--- config.mk ---
export PLATFORM = sky130hd
export DESIGN_NAME = key_debounce_array_flat
export DESIGN_NICKNAME = d
export VERILOG_FILES = /design/src/rtl/key_debounce_array_if.sv /design/src/rtl/key_debounce_array.sv /design/src/flat_wrapper.sv
export SDC_FILE = /design/constraint.sdc
export NUM_CORES = 1
export LEC_CHECK = 0
export BUFFER_PORTS_ARGS = -buffer_cell sky130_fd_sc_hd__buf_2
export CORE_ASPECT_RATIO = 0.7
export CORE_UTILIZATION = 45
export DETAILED_ROUTE_END_ITERATION = 8
export PLACE_DENSITY = 0.66
export SYNTH_ARGS = -nofsm -noshare
export SYNTH_HDL_FRONTEND = slang
export SYNTH_SLANG_ARGS = --single-unit
--- constraint.sdc ---
create_clock -name clk -period 8.9 [get_ports clk]
set_input_delay 1.335 -clock clk [delete_from_list [all_inputs] [get_ports clk]]
set_output_delay 1.335 -clock clk [all_outputs]
set_load 0.01 [all_outputs]
--- src/rtl/key_debounce_array_if.sv ---
// Key bundle between the debouncer and its consumer: raw keys in, filtered levels and event pulses out.
// No flow control; pulses are single-cycle and must be sampled every clock.
interface key_debounce_array_if #(
   parameter int N = 4
);
   logic [N-1:0] key_in;
   logic [N-1:0] key_state;
   logic [N-1:0] key_press;
   logic [N-1:0] key_release;
   logic [N-1:0] key_long;
   logic         key_any;

   modport master (
      output key_in,
      input  key_state, key_press, key_release, key_long, key_any
   );

   modport slave (
      input  key_in,
      output key_state, key_press, key_release, key_long, key_any
   );
endinterface

--- src/rtl/key_debounce_array.sv ---
// N independent key debouncers with press/release/long-press pulses; press/release latency FILTER_CNT+2 clk.
// No backpressure: every output is a registered level or one-cycle pulse.
module key_debounce_array #(
   parameter int N          = 4,
   parameter int FILTER_CNT = 1_000_000,
   parameter int LONG_CNT   = 50_000_000
) (
   input logic                clk,
   input logic                rst,
   key_debounce_array_if.slave kb
);

   localparam logic [1:0] IDLE    = 2'd0;
   localparam logic [1:0] FILTER0 = 2'd1;
   localparam logic [1:0] DOWN    = 2'd2;
   localparam logic [1:0] FILTER1 = 2'd3;

   localparam int FCW = $clog2(FILTER_CNT);
   // hc must be able to hold LONG_CNT itself for saturation
   localparam int HCW = (LONG_CNT > 0) ? $clog2(LONG_CNT + 1) : 1;

   localparam logic [FCW-1:0] FC_LAST = FCW'(FILTER_CNT - 1);
   localparam logic [HCW-1:0] HC_MAX  = HCW'(LONG_CNT);
   localparam logic [HCW-1:0] HC_LAST = HCW'((LONG_CNT > 0) ? LONG_CNT - 1 : 0);

   logic [N-1:0]   sync1;
   logic [N-1:0]   sync2;
   logic [1:0]     st_q  [N];
   logic [1:0]     st_nx [N];
   logic [FCW-1:0] fc_q  [N];
   logic [FCW-1:0] fc_nx [N];
   logic [HCW-1:0] hc_q  [N];
   logic [HCW-1:0] hc_nx [N];
   logic [N-1:0]   state_nx;
   logic [N-1:0]   press_nx;
   logic [N-1:0]   rel_nx;
   logic [N-1:0]   long_nx;

   logic [N-1:0]   key_state_q;
   logic [N-1:0]   key_press_q;
   logic [N-1:0]   key_release_q;
   logic [N-1:0]   key_long_q;
   logic           key_any_q;

   always_comb begin
      for (int i = 0; i < N; i++) begin
         st_nx[i]    = st_q[i];
         fc_nx[i]    = fc_q[i];
         hc_nx[i]    = hc_q[i];
         state_nx[i] = 1'b0;
         press_nx[i] = 1'b0;
         rel_nx[i]   = 1'b0;
         long_nx[i]  = 1'b0;

         case (st_q[i])
            IDLE: begin
               fc_nx[i] = '0;
               if (!sync2[i]) st_nx[i] = FILTER0;
            end
            FILTER0: begin
               if (sync2[i]) begin
                  st_nx[i] = IDLE;
                  fc_nx[i] = '0;
               end else if (fc_q[i] == FC_LAST) begin
                  st_nx[i]    = DOWN;
                  fc_nx[i]    = '0;
                  press_nx[i] = 1'b1;
               end else begin
                  fc_nx[i] = fc_q[i] + 1'b1;
               end
            end
            DOWN: begin
               fc_nx[i] = '0;
               if (sync2[i]) st_nx[i] = FILTER1;
            end
            FILTER1: begin
               if (!sync2[i]) begin
                  st_nx[i] = DOWN;
                  fc_nx[i] = '0;
               end else if (fc_q[i] == FC_LAST) begin
                  st_nx[i]  = IDLE;
                  fc_nx[i]  = '0;
                  rel_nx[i] = 1'b1;
               end else begin
                  fc_nx[i] = fc_q[i] + 1'b1;
               end
            end
            default: begin
               st_nx[i] = IDLE;
               fc_nx[i] = '0;
            end
         endcase

         // hold time keeps running through release bounces; only a fresh press restarts it
         if (LONG_CNT == 0) begin
            hc_nx[i] = '0;
         end else if (press_nx[i]) begin
            hc_nx[i] = '0;
         end else if ((st_q[i] == DOWN || st_q[i] == FILTER1) && hc_q[i] != HC_MAX) begin
            hc_nx[i] = hc_q[i] + 1'b1;
         end

         long_nx[i]  = (LONG_CNT != 0) && (hc_nx[i] == HC_LAST) &&
                       ((hc_q[i] != HC_LAST) || press_nx[i]);
         state_nx[i] = (st_nx[i] == DOWN) || (st_nx[i] == FILTER1);
      end
   end

   always_ff @(posedge clk or posedge rst) begin
      if (rst) begin
         sync1         <= '1;
         sync2         <= '1;
         key_state_q   <= '0;
         key_press_q   <= '0;
         key_release_q <= '0;
         key_long_q    <= '0;
         key_any_q     <= 1'b0;
         for (int i = 0; i < N; i++) begin
            st_q[i] <= IDLE;
            fc_q[i] <= '0;
            hc_q[i] <= '0;
         end
      end else begin
         sync1         <= kb.key_in;
         sync2         <= sync1;
         key_state_q   <= state_nx;
         key_press_q   <= press_nx;
         key_release_q <= rel_nx;
         key_long_q    <= long_nx;
         key_any_q     <= |state_nx;
         for (int i = 0; i < N; i++) begin
            st_q[i] <= st_nx[i];
            fc_q[i] <= fc_nx[i];
            hc_q[i] <= hc_nx[i];
         end
      end
   end

   assign kb.key_state   = key_state_q;
   assign kb.key_press   = key_press_q;
   assign kb.key_release = key_release_q;
   assign kb.key_long    = key_long_q;
   assign kb.key_any     = key_any_q;

endmodule

--- src/flat_wrapper.sv ---
// flat-port wrapper written by rule: the top's interface ports become plain ports
module key_debounce_array_flat 
#(
   parameter int N          = 4,
   parameter int FILTER_CNT = 1_000_000,
   parameter int LONG_CNT   = 50_000_000
)
  (clk, rst, kb_key_in, kb_key_state, kb_key_press, kb_key_release, kb_key_long, kb_key_any);
  key_debounce_array_if #(.N(N)) kb_i ();
  input logic clk;
  input logic rst;
  input wire logic [$bits(kb_i.key_in)-1:0] kb_key_in;
  output wire logic [$bits(kb_i.key_state)-1:0] kb_key_state;
  output wire logic [$bits(kb_i.key_press)-1:0] kb_key_press;
  output wire logic [$bits(kb_i.key_release)-1:0] kb_key_release;
  output wire logic [$bits(kb_i.key_long)-1:0] kb_key_long;
  output wire logic [$bits(kb_i.key_any)-1:0] kb_key_any;
  assign kb_i.key_in = kb_key_in;
  assign kb_key_state = kb_i.key_state;
  assign kb_key_press = kb_i.key_press;
  assign kb_key_release = kb_i.key_release;
  assign kb_key_long = kb_i.key_long;
  assign kb_key_any = kb_i.key_any;
  key_debounce_array #(.N(N), .FILTER_CNT(FILTER_CNT), .LONG_CNT(LONG_CNT)) u_core (.clk(clk), .rst(rst), .kb(kb_i));
endmodule
; Word-level counts from Yosys, hierarchy flattened
; Index checks and enable logic that the tools add are counted.
[word_totals]
mem_bits_ro = 0
mem_bits_rw = 0
latchBits = 0
n_memories = 0
regBits = 217
[op_classes]
n_shift = 0
div = 0
n_mux = 72
n_addsub = 8
n_eq_ne = 36
multipliers = 0
n_bitwise = 0
magnitude_cmp = 0
reduce_logical = 29
[op_table]
columns = operator, n
row1 = 20-bit 2-to-1 mux, 12
row2 = 20-bit case mux with 3 select lines, 4
row3 = 26-bit 2-to-1 mux, 8
row4 = 26-bit != test (second input constant), 8
row5 = 26-bit by 1-bit adder with 26-bit output (second input constant), 4
row6 = 26-bit == test (second input constant), 4
row7 = 20-bit by 1-bit adder with 20-bit output (second input constant), 4
row8 = 20-bit == test (second input constant), 4
row9 = 2-bit 2-to-1 mux, 24
row10 = 2-bit == test (second input constant), 16
row11 = 2-bit case mux with 4 select lines, 4
row12 = 1-bit 2-to-1 mux, 20
row13 = 1-bit logical OR, 12
row14 = 2-bit by 1-bit == test with 1-bit output (second input constant), 4
row15 = 1-bit logical AND, 8
row16 = 2-bit logical NOT, 4
row17 = 2-bit OR reduction, 4
row18 = 4-bit OR reduction, 1

; Logic depth before layout (Yosys ltp)
; Gate-level depths: netlist of run 1.
[depth]
ltp_word = 7
depth_mapped = 10
depth_no_buf = 9

; Least setup slack after synthesis of run 1
; No wires, ideal clock.
[synth_path]
path_type = reg-to-reg
from = register u_core.hc_q[53] (netlist bit)
to = register u_core.key_long_q[1] (netlist: u_core.kb.key_long[1])
setup_slack_ps = 6305
arrival_time_ps = 2494
path_stages_with_launch = 10
required_time_ps = 8799
setup_ps = 101
cell_sequence = dfrtp_1 -> ha_1 -> and3_1 -> clkbuf_1 -> nand2_2 -> or4_4 -> a21oi_2 -> o21ai_1 -> or4_1 -> nor4_1
[synth_rtl]
columns = item, line
row1 = from (decl), key_debounce_array.sv:32  ; logic [HCW-1:0] hc_q [N];
row2 = "from (signal, indexed assignment)", key_debounce_array.sv:134  ; hc_q[i] <= hc_nx[i];
row3 = to (signal assigned), key_debounce_array.sv:129  ; key_long_q <= long_nx;
row4 = to (decl), key_debounce_array.sv:42  ; logic [N-1:0] key_long_q;

; Final worst setup path of run 1
[layout_path]
from = register u_core.hc_q[0] (netlist bit)
to = register u_core.key_long_q[3] (netlist: u_core.kb.key_long[3])
[layout_between]
elab_chain_cells = 6
elab_cells_between_ends = 9
classes_between = add/sub: 1 / eq/ne: 3 / mux: 2 / reduce/logical: 3
[layout_rtl]
columns = item, line
row1 = "parallel branches: the longest is 5 deep, another holds 26-bit by 1-bit adder with 26-bit output", --
row2 = 1-bit logical AND (*), key_debounce_array.sv:103  ; long_nx[i] = (LONG_CNT != 0) && (hc_nx[i] == HC_LAST) &&
row3 = net u_core.long_nx[3], key_debounce_array.sv:37  ; logic [N-1:0] long_nx;
; Mark *: on every way through the listed nets, which the timed path passes.

==> results of run 1 <==
[area by class of cell]
type / count / area (um^2) / share of cell area (%)
clock buffers: 31 / 688 / 5.51
clock inverters: 13 / 148 / 1.18
inverters: 35 / 139 / 1.11
multi-input cells: 907 / 5500 / 44.0
flip-flops and latches: 217 / 5440 / 43.6
well taps: 318 / 398 / 3.19
repair buffers: 30 / 170 / 1.36
[how the worst max path moves through the flow]
stage	start	to	slack, ns
finish	u_core.hc_q[0]	u_core.kb.key_long[3]	5.77
global route	u_core.hc_q[0]	u_core.kb.key_long[3]	5.55
CTS	u_core.hc_q[0]	u_core.kb.key_long[3]	5.82
detailed placement	rst	u_core.kb.key_press[1]	5.29
global placement	rst	u_core.hc_q[52]	5.30
floorplan	rst	u_core.fc_q[0]	1.64
[logic make-up after synthesis]
family | after synthesis | synth area share [%]
compound gates | 78 | 4.33
fa+ha+maj | 12 | 1.34
xor+xnor | 165 | 12.9
simple gates | 649 | 30.0
buf+inv | 83 | 2.82
flops | 217 | 48.4
mux | 3 | 0.267
[cell usage in the layout, fill, tap and decap left out, types with 5 or more instances in the layout]
cell and count:
a21oi_1 20, and2_1 15, and3_1 36, and4_1 15, buf_2 22, buf_4 8, clkbuf_16 25, clkinvlp_4 7
dfrtp_1 209, dfstp_2 8, ha_1 12, inv_1 34, nand2_1 83, nand3_1 86, nand3b_1 7, nand4_1 57
nand4b_1 6, nor2_1 217, nor2b_1 7, nor3_1 28, nor3b_1 6, nor4_1 22, nor4b_1 12, nor4bb_1 5
o21ai_0 27, or3_1 13, or4_1 9, xnor2_1 78, xor2_1 87
[layer usage]
metal	routed length [um]	vias to the layer above	track usage, %	part of all wire, %
met5	0	-	0	0
met4	372	0	4.09	1.6
met3	1010	35	2.96	4.3
met2	9610	163	26.3	41
met1	12300	4141	29.8	53
li1	-	4198	-	-
[state kept, by name (all words and copies together) (netlist names), 4 cells and up]
register	flops
u_core.kb.key_press	4
u_core.hc_q	104
u_core.kb.key_long	4
u_core.kb.key_state	4
u_core.kb.key_release	4
u_core.sync2	4
u_core.sync1	4
u_core.fc_q	80
u_core.st_q	8
[power groups by stage]
stage / logic, mW / clock network (mW) / registers, mW
4_1_cts: 0.0348 / 1.05 / 0.996
3_3_place_gp: 0.0341 / 0 / 1.01
3_5_place_dp: 0.0344 / 0 / 1.01
5_1_grt: 0.0388 / 1.09 / 0.997
6_report: 0.0327 / 1.03 / 0.997
2_1_floorplan: 0.0241 / 0 / 1.01
[worst max-delay path, cell delays in order, from the launching register on]
cell	delay, ns
dfrtp_1	0.44
ha_1	0.32
nand3_1	0.17
nor4_1	0.88
nand4_1	0.20
xor2_1	0.20
or4b_2	0.60
nor4_1	0.21
[per-stage QoR]
stage          util [%]  instances
2_1_floorplan         -       1207
3_3_place_gp       48.4       1507
5_1_grt            51.9       1551
3_5_place_dp       48.4       1507
6_report           51.9       1551
4_1_cts            51.9       1551
==> results.rst, run 1 <==
.. list-table::
   :header-rows: 1

   * - Metric
     - Value
   * - Cell Area, Synth
     - 11200 um^2
   * - Routability-driven placement congestion ratio
     - between 0.8 and 0.9
   * - Type of the worst setup path
     - reg -> reg
   * - Setup violations, final
     - 0
   * - Most repeated cell in the gate-level netlist after synthesis
     - nor2_1
   * - Yosys Warn Count
     - 0
   * - Number of hold-repair buffers added at the cts stage
     - 0
   * - Max-Slew Margin vs Limit
     - 32.1%
   * - Number of synthesized register bits
     - approximately 220
   * - Number of nets with antenna violations after detailed routing
     - 0
   * - Fraction of final layout cells with drive strength greater than 1
     - ~8.4%
   * - Worst Setup Slack post-DPL
     - roughly 5.3 ns
   * - Crit end category
     - flop
   * - Synthesized netlist cell count
     - ~1200
   * - Reported leakage power
     - approximately 5.2 nW
   * - Final wirelength
     - 23300 um
   * - Top cells by area, synth
     - dfrtp_1 (47%), nor2_1 (7.2%), xor2_1 (6.8%)
   * - Worst Hold End
     - u_core.sync2[3]
   * - Combinational share of power
     - around 1.6%
   * - CTS tree
     - done
   * - Total design power
     - 2.05 mW
   * - Max H-tree Level
     - 1
   * - Buffer levels on the longest clock path
     - 3
   * - Number of optimization iterations in the first detailed-route pass
     - 5
   * - Via-to-Cell Ratio
     - between 5 and 6
   * - Via Count
     - 8537
   * - Total net switching power
     - 0.448 mW
   * - Status
     - complete, no violations
   * - Synth top cells by count
     - nor2_1 (217), dfrtp_1 (209), xor2_1 (87), nand3_1 (86), nand2_1 (83)
   * - Starting Density
     - a little under half
   * - Count of antenna diodes in the layout
     - 0
   * - Critical Path Source Type
     - flop
   * - Highest net fanout along the worst path
     - 7
   * - Placed cell areas
     - approximately 12000 um^2
   * - Synth top area share
     - between 40% and 50%
   * - Sequential group share of total power
     - around half
   * - Buffer count from post-CTS setup fixing
     - 0
   * - Internal cell power
     - roughly 1.6 mW
   * - Share of synthesized registers carrying an async set or reset
     - between 90% and 100%
   * - Syn_nets
     - around 1200
   * - Sequential share of the synthesized area
     - between 40% and 50%
   * - Detail Placement HPWL
     - approximately 16000 um
   * - Final-layout fill cell count
     - between 2000 and 2500
   * - Cell area power density
     - between 150 and 200 nW/um^2
   * - Post-synthesis average cell area
     - just over 9 um^2
   * - Overflow left after global routing
     - 0
   * - Number of clock sinks
     - ~220
   * - Worst flop-to-flop path endpoint
     - u_core.kb.key_long[3]
   * - DR iter-0 viols
     - 631
   * - Final Instance Area
     - roughly 12000 um^2
   * - Count of input and output buffers
     - 22
   * - Rows
     - between 40 and 50
   * - Worst min-delay path class
     - reg -> reg
   * - Global-route wire length before repair
     - ~40000 um
   * - Crit path setup slack, layout
     - between 5 and 6 ns
   * - Horizontal die dimension
     - 191 um
   * - Max_cap viols
     - 0
   * - Num CTS Buffers
     - 24
   * - Actual transition at the worst max-transition pin
     - 1.01 ns
   * - Drt drc
     - 0
   * - Via count of the first global-routing pass
     - 7942
   * - Reg-to-reg startpoint
     - u_core.hc_q[0]
   * - Clock Tree Root
     - clkbuf_16
   * - Max Clock Freq
     - around 320 MHz
   * - Die outline area
     - roughly 26000 um^2
   * - Hold Path Depth
     - 0
   * - Final period util
     - between 30% and 40%
   * - Worst-case vdd ir drop
     - roughly 0.00016 V
   * - Area growth syn-to-layout
     - 11.0%
   * - Dominant register cell in the synthesized netlist
     - dfrtp_1
   * - Count of endpoints failing hold in the final timing report
     - 0
   * - CP Data Arrival Time
     - about 3.6 ns
   * - Number of enable flip-flop cells after synthesis
     - 0
   * - Total Nets Final
     - around 1200
   * - Required @ worst endpoint
     - 9.31 ns
   * - Antenna violations before repair
     - 0
   * - GRT Resource Usage Total
     - between 10% and 20%
   * - Final TNS setup
     - 0 ns
   * - Floorplan Core Area
     - between 20000 and 25000 um^2
   * - Chip height
     - about 130 um
   * - Count of unique library cells instantiated by Yosys
     - 66
   * - Worst hold-check slack
     - between 0.3 and 0.4 ns
   * - Switch share
     - a little over a fifth
   * - Reg2Reg Setup Slack
     - between 5 and 6 ns
   * - Origin of the worst min-delay path
     - u_core.sync1[3]
   * - Maximum number of pins on one net before global-route repair
     - 95
   * - Final Slew Violations
     - 0
   * - Number of placed I/O pins
     - 23
   * - Part of the total power dissipated in the clock network
     - between 40% and 50%
   * - Detail-routed net length per standard cell
     - 15.0 um
   * - Unrepaired setup endpoints after global routing
     - no
   * - Largest area contributor in the netlist
     - dfrtp_1
   * - Final min period
     - 3.13 ns
   * - Worst Clk Skew
     - 0.0120 ns
   * - Clock latency of the later-clocked register in the worst-skew pair
     - roughly 0.52 ns
   * - Worst reg-to-reg path cell count
     - 7
   * - Clock slew seen by the registers of the worst setup and hold paths
     - about 0.07 ns
   * - Cts repair resizes
     - 0
Note: power is estimated with default switching activity, not from simulation.
==> run 2: changes to the inputs <==
==> constraint.sdc (replaced) <==
create_clock -name clk -period 3.2 [get_ports clk]
set_input_delay 0.48 -clock clk [delete_from_list [all_inputs] [get_ports clk]]
set_output_delay 0.48 -clock clk [all_outputs]
set_load 0.01 [all_outputs]
==> results.rst, run 2 (synthesized netlist as in run 1, its figures left out) <==
.. list-table::
   :header-rows: 1

   * - Metric
     - Value
   * - Status
     - complete, no violations
   * - Cell area power density
     - approximately 450 nW/um^2
   * - Worst Hold End
     - u_core.sync1[1]
   * - Clock Tree Root
     - clkbuf_16
   * - Number of nets with antenna violations after detailed routing
     - 0
   * - Number of standard cells in the final layout excluding fillers
     - between 1500 and 2000
   * - Horizontal die dimension
     - 191 um
   * - Total design power
     - 5.69 mW
   * - Total Nets Final
     - approximately 1200
   * - Worst Clk Skew
     - approximately 0.009 ns
   * - Origin of the worst min-delay path
     - kb_key_in[1]
   * - Max-Slew Margin vs Limit
     - between 40 and 50%
   * - Buffer count from post-CTS setup fixing
     - 0
   * - Number of clock sinks
     - between 200 and 250
   * - Critical Path Source Type
     - flop
   * - Num CTS Buffers
     - 22
   * - Commonest cells after routing, fill and taps aside
     - nor2_1 (217), dfrtp_1 (209), xor2_1 (87)
   * - Worst min-delay path class
     - in -> reg
   * - Chip height
     - between 100 and 150 um
   * - Count of input and output buffers
     - 22
   * - Via count of the first global-routing pass
     - a little under 8000
   * - Number of optimization iterations in the first detailed-route pass
     - 6
   * - Final TNS setup
     - 0 ns
   * - Cell count after placement
     - 1521
   * - Worst Setup Slack post-DPL
     - between 0.3 and 0.4 ns
   * - Detail Placement HPWL
     - between 15000 and 20000 um
   * - Worst hold-check slack
     - approximately 0.065 ns
   * - Largest reg by FF count
     - u_core.hc_q
   * - Worst reg-to-reg path cell count
     - 8
   * - Area growth syn-to-layout
     - 11.8%
   * - Reg-to-reg startpoint
     - u_core.hc_q[53]
   * - Buffer levels on the longest clock path
     - 3
   * - Registers with the most flip-flops
     - u_core.hc_q: 104 flops, u_core.fc_q: 80 flops, u_core.st_q: 8 flops
   * - Crit path setup slack, layout
     - 0.238 ns
   * - Worst flop-to-flop path endpoint
     - u_core.kb.key_long[1]
   * - Maximum number of pins on one net before global-route repair
     - 75
   * - Floorplan Core Area
     - approximately 24000 um^2
   * - Rows
     - 47
   * - Routability-driven placement congestion ratio
     - around 0.91
   * - Global-route wire length before repair
     - between 40000 and 50000 um
   * - Final wirelength
     - roughly 23000 um
   * - Count of antenna diodes in the layout
     - 0
   * - CP Data Arrival Time
     - 3.36 ns
   * - Number of hold-repair buffers added at the cts stage
     - 0
   * - Clock latency of the later-clocked register in the worst-skew pair
     - 0.51 ns
   * - Max H-tree Level
     - 1
   * - DR iter-0 viols
     - around 550
   * - Core occupancy in the finished layout
     - between 50% and 60%
   * - Final min period
     - approximately 3.0 ns
   * - Clock slew seen by the registers of the worst setup and hold paths
     - ~0.060 ns
   * - Die outline area
     - 25600 um^2
   * - Detail-routed net length per standard cell
     - 14.8 um
   * - Cts repair resizes
     - 0
   * - Antenna violations before repair
     - 1
   * - Worst-case vdd ir drop
     - approximately 0.00039 V
   * - Max Clock Freq
     - about 340 MHz
   * - Reg2Reg Setup Slack
     - approximately 0.24 ns
   * - Final-layout fill cell count
     - 2159
   * - Hold Path Depth
     - 1
   * - Crit end category
     - flop
   * - Starting Density
     - a little under half
   * - Type of the worst setup path
     - reg -> reg
   * - GRT Resource Usage Total
     - a little under a fifth
   * - Actual transition at the worst max-transition pin
     - around 0.81 ns
   * - Number of placed I/O pins
     - 23
   * - Count of endpoints failing hold in the final timing report
     - 0
   * - Drt drc
     - 0
   * - Highest net fanout along the worst path
     - 8
   * - Fraction of final layout cells with drive strength greater than 1
     - under 10%
   * - Most common library cell in the layout ignoring fill and taps
     - nor2_1
   * - Via-to-Cell Ratio
     - ~5.5
   * - Final period util
     - 92.5%
   * - Placed cell areas
     - roughly 12000 um^2
   * - Final Slew Violations
     - 0
   * - Overflow left after global routing
     - 0
   * - Final Instance Area
     - approximately 13000 um^2
   * - Required @ worst endpoint
     - around 3.6 ns
   * - Max_cap viols
     - 0
   * - Via Count
     - 8551
   * - Reported leakage power
     - roughly 5.3 nW
   * - CTS tree
     - done
   * - Unrepaired setup endpoints after global routing
     - no
   * - Setup violations, final
     - 0
   * - Number of flip-flops in the largest register
     - 104
## run 2: changes by cell type in the layout (fill, tap and decap cells not counted), sizes merged
cell | previous run | this run
bufinv | 2 | 5
clkinv | 3 | 4
clkinvlp | 7 | 1
inv | 36 | 34
buf | 30 | 44
## run 2: worst max-delay path by stage
stage,start,endpoint,cells after the start
floorplan,rst,u_core.fc_q[0],1
global route,u_core.hc_q[53],u_core.kb.key_long[1],8
global placement,u_core.hc_q[53],u_core.kb.key_long[1],8
CTS,u_core.hc_q[53],u_core.kb.key_long[1],8
finish,u_core.hc_q[53],u_core.kb.key_long[1],8
detailed placement,u_core.hc_q[53],u_core.kb.key_long[1],8
## run 2: critical path: stages, from the launching register on
cell and delay, ns:
dfrtp_1 0.44, ha_1 0.27, and3_1 0.31, nand2_2 0.18
nor3_2 0.25, xnor2_1 0.11, or4_1 0.54, or4_1 0.43
nor4_1 0.32
## run 2: layer usage
metal	GRT usage [%]	vias up	routed length, um
li1	-	4222	-
met1	31.6	4093	12300
met2	25.0	201	9220
met3	2.83	35	1180
met4	4.76	0	431
met5	0	-	0
## run 2: area by class of cell
class / instances / area, um^2 / area share, %
clock buffer: 31 / 626 / 4.98
inverter: 35 / 135 / 1.08
tap: 318 / 398 / 3.17
multi-input combinational: 907 / 5500 / 43.7
clock inverter: 9 / 170 / 1.35
sequential: 217 / 5440 / 43.3
timing repair buffer: 44 / 300 / 2.39
## run 2: report_power, final
group          total [mW]  leakage [nW]  switching, mW  internal (mW)
Sequential           2.77          2.99         0.0111           2.76
Clock                2.82         0.391           1.05           1.76
Combinational      0.0960          1.93         0.0764         0.0196
Total                5.69          5.32           1.14           4.54
